**config.mk**
```make
export PLATFORM = sky130hd
export DESIGN_NAME = ysyx_rob
export DESIGN_NICKNAME = d
export VERILOG_FILES = /design/src/rtl/ysyx_rob_pkg.sv /design/src/rtl/ysyx_rob.sv
export SDC_FILE = /design/constraint.sdc
export NUM_CORES = 2
export LEC_CHECK = 0
export BUFFER_PORTS_ARGS = -buffer_cell sky130_fd_sc_hd__buf_2
export CORE_MARGIN = 10
export CORE_UTILIZATION = 40
export CTS_BUF_LIST = sky130_fd_sc_hd__clkbuf_2 sky130_fd_sc_hd__clkbuf_4 sky130_fd_sc_hd__clkbuf_8
export CTS_CLUSTER_DIAMETER = 40
export DETAILED_ROUTE_END_ITERATION = 12
export PLACE_DENSITY = 0.54
export SETUP_SLACK_MARGIN = 0.3
export SYNTH_ARGS = -nofsm -noshare
export SYNTH_HDL_FRONTEND = slang
export SYNTH_SLANG_ARGS = --single-unit
export TNS_END_PERCENT = 20
```
**constraint.sdc**
```tcl
create_clock -name clock -period 45.3 [get_ports clock]
set_input_delay 9.06 -clock clock [delete_from_list [all_inputs] [get_ports clock]]
set_output_delay 9.06 -clock clock [all_outputs]
set_load 0.005 [all_outputs]
```
**src/rtl/ysyx_rob_pkg.sv**
```systemverilog
// ysyx_rob_pkg: shared sizing, types and helpers for the reorder buffer.
//   ROB_SIZE  number of entries (power of two, >= 2)
//   XLEN      datapath width
//   TAG_W     tag width; tag = entry index + 1, tag 0 = "no dependency"
//   rob_entry_t  payload stored per entry (busy/done flags live beside it)
//   query_t      result of an operand-value query
package ysyx_rob_pkg;

    localparam int ROB_SIZE = 8;
    localparam int XLEN     = 32;
    localparam int IDX_W    = $clog2(ROB_SIZE);
    localparam int TAG_W    = IDX_W + 1;

    typedef logic [TAG_W-1:0] tag_t;
    typedef logic [IDX_W-1:0] idx_t;

    localparam tag_t TAG_MAX = tag_t'(ROB_SIZE);

    typedef struct packed {
        logic [4:0]      rd;
        logic [XLEN-1:0] pc;
        logic [31:0]     inst;
        logic [XLEN-1:0] pnpc;
        logic [XLEN-1:0] result;
        logic [XLEN-1:0] npc;
        logic            trap;
        logic [XLEN-1:0] cause;
        logic [XLEN-1:0] tval;
    } rob_entry_t;

    typedef struct packed {
        logic            ready;
        logic [XLEN-1:0] value;
    } query_t;

    function automatic idx_t tag_to_idx(tag_t tag);
        tag_t dec;
        dec = tag - 1'b1;
        return dec[IDX_W-1:0];
    endfunction

    function automatic tag_t idx_to_tag(idx_t idx);
        return {1'b0, idx} + 1'b1;
    endfunction

    // Tags above ROB_SIZE would alias onto real entries after truncation.
    function automatic logic tag_valid(tag_t tag);
        return (tag != '0) && (tag <= TAG_MAX);
    endfunction

    // Same-cycle writeback bypass wins over the stored value.
    function automatic query_t rob_query(
        tag_t            q_tag,
        logic            wb_valid,
        tag_t            wb_dest,
        logic [XLEN-1:0] wb_result,
        logic            e_busy,
        logic            e_done,
        logic [XLEN-1:0] e_result
    );
        query_t r;
        r.ready = 1'b0;
        r.value = '0;
        if (wb_valid && (wb_dest == q_tag) && (q_tag != '0)) begin
            r.ready = 1'b1;
            r.value = wb_result;
        end else if (tag_valid(q_tag) && e_busy && e_done) begin
            r.ready = 1'b1;
            r.value = e_result;
        end
        return r;
    endfunction

endpackage

```
**src/rtl/ysyx_rob.sv**
```systemverilog
// ysyx_rob: reorder buffer between execute and retire.
//   dispatch  : dis_valid/dis_ready, dis_pc/inst/rd/pnpc in, dis_tag out
//   query A/B : qa_tag/qb_tag in, *_ready/*_value out (combinational)
//   writeback : wb_valid, wb_dest, wb_result, wb_npc, wb_trap/cause/tval
//   retire    : cm_valid, cm_tag, cm_rd, cm_result, cm_pc, cm_inst,
//               cm_trap/cause/tval (all zero when cm_valid = 0)
//   flush     : flush_pipeline, flush_pc
// Sizes come from ysyx_rob_pkg. Synchronous active-high reset.
module ysyx_rob
    import ysyx_rob_pkg::*;
(
    input  logic            clock,
    input  logic            reset,
    input  logic            dis_valid,
    output logic            dis_ready,
    input  logic [XLEN-1:0] dis_pc,
    input  logic [31:0]     dis_inst,
    input  logic [4:0]      dis_rd,
    input  logic [XLEN-1:0] dis_pnpc,
    output logic [TAG_W-1:0] dis_tag,
    input  logic [TAG_W-1:0] qa_tag,
    output logic            qa_ready,
    output logic [XLEN-1:0] qa_value,
    input  logic [TAG_W-1:0] qb_tag,
    output logic            qb_ready,
    output logic [XLEN-1:0] qb_value,
    input  logic            wb_valid,
    input  logic [TAG_W-1:0] wb_dest,
    input  logic [XLEN-1:0] wb_result,
    input  logic [XLEN-1:0] wb_npc,
    input  logic            wb_trap,
    input  logic [XLEN-1:0] wb_cause,
    input  logic [XLEN-1:0] wb_tval,
    output logic            cm_valid,
    output logic [TAG_W-1:0] cm_tag,
    output logic [4:0]      cm_rd,
    output logic [XLEN-1:0] cm_result,
    output logic [XLEN-1:0] cm_pc,
    output logic [31:0]     cm_inst,
    output logic            cm_trap,
    output logic [XLEN-1:0] cm_cause,
    output logic [XLEN-1:0] cm_tval,
    output logic            flush_pipeline,
    output logic [XLEN-1:0] flush_pc
);

    localparam logic [IDX_W:0] FULL_COUNT = (IDX_W+1)'(ROB_SIZE);

    // Flags kept outside the payload array so a flush clears them in one shot.
    logic [ROB_SIZE-1:0] busy;
    logic [ROB_SIZE-1:0] done;
    rob_entry_t          rob [ROB_SIZE];
    idx_t                head;
    idx_t                tail;
    logic [IDX_W:0]      count;

    idx_t       wb_idx;
    logic       wb_hit;
    logic       dis_fire;
    rob_entry_t hd;
    idx_t       qa_idx;
    idx_t       qb_idx;
    query_t     qa;
    query_t     qb;

    assign dis_ready = (count != FULL_COUNT);
    assign dis_tag   = idx_to_tag(tail);
    assign dis_fire  = dis_valid & dis_ready;

    assign wb_idx = tag_to_idx(wb_dest);
    assign wb_hit = wb_valid & tag_valid(wb_dest) & busy[wb_idx] & ~done[wb_idx];

    assign hd             = rob[head];
    assign cm_valid       = busy[head] & done[head];
    assign cm_tag         = cm_valid ? idx_to_tag(head) : '0;
    assign cm_trap        = cm_valid & hd.trap;
    assign cm_rd          = (cm_valid && !hd.trap) ? hd.rd : 5'd0;
    assign cm_result      = cm_valid ? hd.result : '0;
    assign cm_pc          = cm_valid ? hd.pc     : '0;
    assign cm_inst        = cm_valid ? hd.inst   : '0;
    assign cm_cause       = cm_valid ? hd.cause  : '0;
    assign cm_tval        = cm_valid ? hd.tval   : '0;
    assign flush_pipeline = cm_valid & (hd.trap | (hd.npc != hd.pnpc));
    assign flush_pc       = cm_valid ? hd.npc : '0;

    assign qa_idx   = tag_to_idx(qa_tag);
    assign qb_idx   = tag_to_idx(qb_tag);
    assign qa       = rob_query(qa_tag, wb_valid, wb_dest, wb_result,
                                busy[qa_idx], done[qa_idx], rob[qa_idx].result);
    assign qb       = rob_query(qb_tag, wb_valid, wb_dest, wb_result,
                                busy[qb_idx], done[qb_idx], rob[qb_idx].result);
    assign qa_ready = qa.ready;
    assign qa_value = qa.value;
    assign qb_ready = qb.ready;
    assign qb_value = qb.value;

    // Payload needs no reset: nothing reads it unless busy/done say so.
    // A dispatch slot is never busy and a writeback slot always is, so the
    // two writes never target the same entry.
    always_ff @(posedge clock) begin
        if (dis_fire) begin
            rob[tail].rd   <= dis_rd;
            rob[tail].pc   <= dis_pc;
            rob[tail].inst <= dis_inst;
            rob[tail].pnpc <= dis_pnpc;
        end
        if (wb_hit) begin
            rob[wb_idx].result <= wb_result;
            rob[wb_idx].npc    <= wb_npc;
            rob[wb_idx].trap   <= wb_trap;
            rob[wb_idx].cause  <= wb_cause;
            rob[wb_idx].tval   <= wb_tval;
        end
    end

    always_ff @(posedge clock) begin
        if (reset || flush_pipeline) begin
            busy  <= '0;
            done  <= '0;
            head  <= '0;
            tail  <= '0;
            count <= '0;
        end else begin
            if (wb_hit) begin
                done[wb_idx] <= 1'b1;
            end
            if (cm_valid) begin
                busy[head] <= 1'b0;
                done[head] <= 1'b0;
                head       <= head + 1'b1;
            end
            if (dis_fire) begin
                busy[tail] <= 1'b1;
                done[tail] <= 1'b0;
                tail       <= tail + 1'b1;
            end
            case ({dis_fire, cm_valid})
                2'b10:   count <= count + 1'b1;
                2'b01:   count <= count - 1'b1;
                default: count <= count;
            endcase
        end
    end

endmodule

```
Word-level counts from Yosys, hierarchy flattened
Memories as Yosys holds them, arrays and structs flattened. A register that Yosys moved wholly into a read port is not among the register bits.
Cells that the tools add are included.
{"block": "op_classes", "n_reduce_logical": 21, "n_addsub": 9, "magnitude_cmp": 11, "bitwise_logic": 16, "n_eq_ne": 6, "n_mux": 49}
{"cell": "$mux W32", "n": 6}
{"cell": "$mux W33", "n": 4}
{"cell": "$mux W8", "n": 8}
{"cell": "$ne A32 B32 Y1", "n": 1}
{"cell": "$and A8 B8 Y8", "n": 3}
{"cell": "$bmux W1 S3", "n": 8}
{"cell": "$lt A3 B4 Y1 const B", "n": 5}
{"cell": "$not A8 Y8", "n": 2}
{"cell": "$or A8 B8 Y8", "n": 2}
{"cell": "$logic_and A1 B1 Y1", "n": 15}
{"cell": "$mux W1", "n": 15}
{"cell": "$le A4 B4 Y1 const B", "n": 3}
{"cell": "$reduce_bool A4 Y1", "n": 3}
{"cell": "$demux W1 S3", "n": 3}
{"cell": "$ge A3 B1 Y1 const B", "n": 3}
{"cell": "$sub A3 B1 Y3 const B", "n": 3}
{"cell": "$add A3 B1 Y4 const B", "n": 2}
{"cell": "$eq A4 B4 Y1", "n": 2}
{"cell": "$pmux W4 S2", "n": 1}
{"cell": "$and A1 B1 Y1", "n": 7}
{"cell": "$add A3 B1 Y3 const B", "n": 2}
{"cell": "$mux W3", "n": 2}
{"cell": "$mux W5", "n": 1}
{"cell": "$add A4 B1 Y4 const B", "n": 1}
{"cell": "other kinds (10)", "n": 10}
{"block": "totals", "mem_count": 1, "word_cells": 118, "inputBits": 246, "regBits": 26, "ramBits": 1840, "output_inout_bits": 275}
{"name": "rob", "depth": 8, "width": 230, "rd": 3, "rd_ports_with_merged_regs": 1, "write_ports": 2, "line_no": "ysyx_rob.sv:52", "text": "rob_entry_t rob [ROB_SIZE];"}

Logic depth before layout (Yosys ltp)
{"block": "depth", "ltp_word": 13, "mapped_depth": 15, "mapped_depth_nobuf": 14}

Least setup slack after synthesis
Ideal clock, no wire load.
{"block": "synth_timing", "path_type": "input-to-reg", "from": "input wb_dest[0]", "to": "register done[6]", "path_buffers": 1, "setup_slack_ns": 20.011, "stages": 10, "required_ns": 45.183, "setup_ns": 0.117, "t_arrival_ns": 25.171, "path_cell_list": "clkbuf_1 inv_1 ha_1 nor3b_1 a311oi_1 o32ai_1 nand3_1 nor4b_1 o21ai_0 nor3_2"}
{"block": "synth_between", "elab_chain_len": 13, "elab_cells_between_ends": 25, "cone_classes": "add/sub (1); order compare (3); mux (11); bitwise (7); reduce/logical (3)"}
{"item": "start, declared", "line_no": "ysyx_rob.sv:28", "text": "input logic [TAG_W-1:0] wb_dest,"}
{"item": "$sub A3 B1 Y3", "line_no": "ysyx_rob_pkg.sv:38", "text": "dec = tag - 1'b1;"}
{"item": "$lt A3 B4 Y1 (implied by the code) / $ge A3 B1 Y1 (equally long branches)", "line_no": "ysyx_rob.sv:125", "text": "done[wb_idx] <= 1'b1;"}
{"item": "$logic_and A1 B1 Y1 (implied by the code)", "line_no": "ysyx_rob.sv:125"}
{"item": "$mux W1 (implied by the code)", "line_no": "ysyx_rob.sv:125"}
{"item": "$demux W1 S3", "line_no": "ysyx_rob.sv:125"}
{"item": "$or A8 B8 Y8 (no line)"}
{"item": "$mux W8 *", "line_no": "ysyx_rob.sv:124", "text": "if (wb_hit) begin"}
{"item": "$mux W8 *", "line_no": "ysyx_rob.sv:117", "text": "if (reset || flush_pipeline) begin"}
{"item": "$and A8 B8 Y8 (no line)"}
{"item": "$mux W8 *", "line_no": "ysyx_rob.sv:127", "text": "if (cm_valid) begin"}
{"item": "$mux W8 *", "line_no": "ysyx_rob.sv:117"}
{"item": "$and A8 B8 Y8 (no line)"}
{"item": "$mux W8 *", "line_no": "ysyx_rob.sv:132", "text": "if (dis_fire) begin"}
{"item": "end signal, assigned", "line_no": "ysyx_rob.sv:119", "text": "done <= '0;"}
{"item": "end signal, assigned by index", "line_no": "ysyx_rob.sv:129", "text": "done[head] <= 1'b0;"}
{"item": "end signal, assigned by index", "line_no": "ysyx_rob.sv:134", "text": "done[tail] <= 1'b0;"}
{"item": "end, declared", "line_no": "ysyx_rob.sv:51", "text": "logic [ROB_SIZE-1:0] done;"}
Mark *: on every way between the ends. The rest lies on a longest branch, timed or not. The select of a mux whose other input is x is not followed.
A chain may end at the register's enable or synchronous reset.

Worst setup path after layout
{"block": "layout_timing", "from": "input qa_tag[0]", "to": "output qa_value[22]"}
{"block": "layout_between", "elab_chain_len": 7, "elab_cells_between_ends": 16, "cone_classes": "add/sub (1); order compare (1); eq/ne (1); mux (6); reduce/logical (6); memory (1)"}
{"item": "start, declared", "line_no": "ysyx_rob.sv:21", "text": "input logic [TAG_W-1:0] qa_tag,"}
{"item": "$sub A3 B1 Y3", "line_no": "ysyx_rob_pkg.sv:38"}
{"item": "$bmux W1 S3", "line_no": "ysyx_rob.sv:89", "text": "busy[qa_idx], done[qa_idx], rob[qa_idx].result);"}
{"item": "$mux W1 (implied by the code)", "line_no": "ysyx_rob.sv:89"}
{"item": "$logic_and A1 B1 Y1 (2 in series)", "line_no": "ysyx_rob_pkg.sv:67", "text": "end else if (tag_valid(q_tag) && e_busy && e_done) begin"}
{"item": "$mux W33", "line_no": "ysyx_rob_pkg.sv:67"}
{"item": "$mux W33 *", "line_no": "ysyx_rob_pkg.sv:64", "text": "if (wb_valid && (wb_dest == q_tag) && (q_tag != '0)) begin"}
{"item": "end, declared", "line_no": "ysyx_rob.sv:23", "text": "output logic [XLEN-1:0] qa_value,"}
Marked as above.

==> key figures <==
Final layout
  • FF/Latch Area: 55800 um2
  • Area growth syn-to-layout: 16.5%
  • # fillers: 16100
  • Commonest non-fill, non-tap cell in the layout: edfxtp_1
  • Net count reported at finish: 4672
  • Commonest non-fill, non-tap cells in the layout: 1840 x edfxtp_1, 569 x mux4_2, 518 x buf_2
  • Fraction of layout cells with a size suffix above 1: 0.374
  • Footprint of the multi-input gates: between 20000 and 25000 um2
  • Final Core Density: 0.470

STA
  • Max Fclk: 45.2 MHz
  • Worst slew pin tran: 1.18 ns
  • Clock skew: about 0.068 ns
  • Final hold slack: 0.511 ns
  • Tmin final: 22.12 ns
  • Unrepaired setup endpoints after global routing: false
  • Final period util: 0.488
  • Slew Viols, Final: 0
  • Max-slew headroom: 0.214
  • Setup TNS: 0 ns
  • Final Hold Violating Endpoints: 0
  • # setup viols final: 0

Floorplan
  • CORE AREA: 191000 um2
  • Site Rows: between 150 and 200
  • Initial core utilization: 0.403
  • IO Pins: 521
  • Die H: 458 um
  • Chip Width: 458 um
  • Die Area: 210000 um2

Clock network
  • Skew-Pair Late Insertion Delay: 1.02 ns
  • Worst-case clock buffer depth: 4
  • CTS tree: built
  • H-tree depth: 5
  • Clock Sinks: about 1900
  • Hold buffers post-CTS: 0
  • Clk root buf: clkbuf_8
  • Setup Buffers After CTS: 0
  • Post-cts resize count: 0
  • CTS Buf Count: 355
  • Worst-path clk slew: 0.05 ns

Global routing
  • Largest net degree at the start of global routing: 106
  • First-pass GRT wire length: 290 mm
  • Initial antenna violation count: 85
  • Met2 Use GR: 0.317
  • Vias in the first global route: 41600
  • GRT met3 Usage: 0.0507
  • Met1 Use GR: 0.231
  • GRT Overall Usage: 0.188
  • Total grt overflow: 0
  • Busiest grt layer: met2

Synth
  • Syn nets: approximately 3900
  • Register area share after synthesis: 0.727
  • Yosys warns: 0
  • Asr flop ratio synth: 0
  • Syn Area/Cell: 20.9 um2
  • Post-synth top flop: edfxtp_1
  • Synth top area share: 0.719
  • Distinct cells, synth: 56
  • Syn Inst Count: 3671
  • Synth area leaders: edfxtp_1 72%, mux4_2 17%, mux2i_1 4.0%, nor2_1 1.2%, dfxtp_1 0.76%
  • Number of synthesized flops with an enable pin: roughly 1800
  • Area leader, netlist: edfxtp_1
  • Synthesized flop and latch total: 1869
  • Post-Syn Area: approximately 77000 um2

Critical path
  • R2R setup slack: 39.34 ns
  • CP arrival: 13.06 ns
  • R2R cell count: 11
  • Reg-to-reg critical path endpoint: done[2]$_SDFF_PP0_
  • Crit Path Category: in2out
  • Worst Setup SP: qa_tag[0]
  • Critical path peak fanout: 35
  • Critical Path Sink Type: output port
  • Req. time, crit path: between 30 and 40 ns
  • CP Launch Type: input port
  • Worst setup path endpoint: qa_value[22]

Run
  • Max-cap violations: 0

Placement
  • Final HPWL DP: 114 mm
  • Buffers added on ports: 520
  • GPL Wtd Cong: 0.732

Run status
  • Outcome: complete, no violations

Detailed routing
  • WL final: 200 mm
  • DR iter-0 viols: 2746
  • Routed Antenna Nets: 0
  • DR WL/cell: around 28 um
  • Via count: between 30000 and 40000
  • Drt drc: 0
  • Vias per std cell: between 5 and 6
  • DRT Pass-1 Iters: 6

Hold path
  • HP Class: reg2reg
  • Worst Hold Launch: busy[7]$_SDFF_PP0_

Pwr
  • Leak: ~29 nW
  • PwrDens: 41.2 nW/um2
  • Worst vdd ir: ~33 uV
kinds of logic (layout without fill, tap and decap cells):
| logic type | count (synthesis) | in the layout | synth area share |
|---|---|---|---|
| AOI/OAI and AO/OA | 142 | 142 | 0.0128 |
| and+or+nand+nor | 428 | 428 | 0.0245 |
| buffers and inverters | 233 | 1234 | 0.0143 |
| adders and majority gates | 12 | 12 | 0.00205 |
| other | 0 | 21 | 0 |
| muxes | 879 | 879 | 0.207 |
| DFF | 1869 | 1869 | 0.727 |
| xor gates and xnor gates | 108 | 108 | 0.0123 |
where the power goes:
part           leakage, nW  switching (mW)  internal (mW)  total [mW]
Sequential            16.9         0.00545           1.92        1.93
Combinational         8.17          0.0806         0.0481       0.129
Clock                 3.61           0.692          0.936        1.63
Total                 28.6           0.778           2.91        3.68
per-layer routing:
metal | part of all wire | vias up
met3 | 0.066 | 445
met2 | 0.51 | 1323
met5 | 0.0014 | -
met4 | 0.032 | 42
met1 | 0.40 | 20600
li1 | - | 16800
flip-flops by register name, summed over array words and instances, names as in the netlist, named ones only:
signal	count
tail	3
head	3
count	4
busy	8
rob	1840
done	8
worst min path at each step:
stage | to | slack (ns) | cells after the start
5_1_grt | tail[0]$_SDFFE_PP0N_ | 0.54 | 2
4_1_cts | busy[7]$_SDFF_PP0_ | 0.51 | 2
3_5_place_dp | tail[0]$_SDFFE_PP0N_ | 0.49 | 2
3_3_place_gp | tail[0]$_SDFFE_PP0N_ | 0.49 | 2
2_1_floorplan | busy[6]$_SDFF_PP0_ | 0.46 | 2
6_report | busy[7]$_SDFF_PP0_ | 0.51 | 2
worst max-delay path, cell delays in order:
cell	delay, ns
buf_4	0.55
inv_1	0.28
ha_2	1.02
buf_4	0.60
mux4_2	0.30
mux2i_1	0.06
o31ai_1	0.85
buf_2	0.26
area by class of cell:
| class | instances | area share |
|---|---|---|
| Sequential cell | 1869 | 0.624 |
| Multi-Input combinational cell | 1569 | 0.224 |
| Clock buffer | 455 | 0.0633 |
| Timing Repair Buffer | 601 | 0.0373 |
| Tap cell | 2511 | 0.0351 |
| Clock inverter | 160 | 0.0148 |
| Inverter | 18 | 0.000755 |
| Antenna cell | 21 | 0.000587 |
per-stage QoR:
step	instances	total power [mW]	worst slack [ns]	cell area (um2)
6_report	7204	3.68	23.18	89500
4_1_cts	7183	3.74	23.13	89400
3_3_place_gp	6568	2.09	23.15	82400
3_5_place_dp	6568	2.09	23.13	82400
2_1_floorplan	3671	2.03	20.01	76800
5_1_grt	7198	3.83	22.98	89500
cell usage after synthesis, drive strengths merged, types with 11 or more instances:
library cell and instances:
a21oi 24, a22oi 13, buf 120, clkbuf 95
dfxtp 29, edfxtp 1840, ha 11, inv 17
mux2i 309, mux4 569, nand2 103, nand3 13
nor2 243, nor3 17, o21ai 12, o31ai 67
xnor2 42, xor2 66
Power figures use the tool's default switching activity.
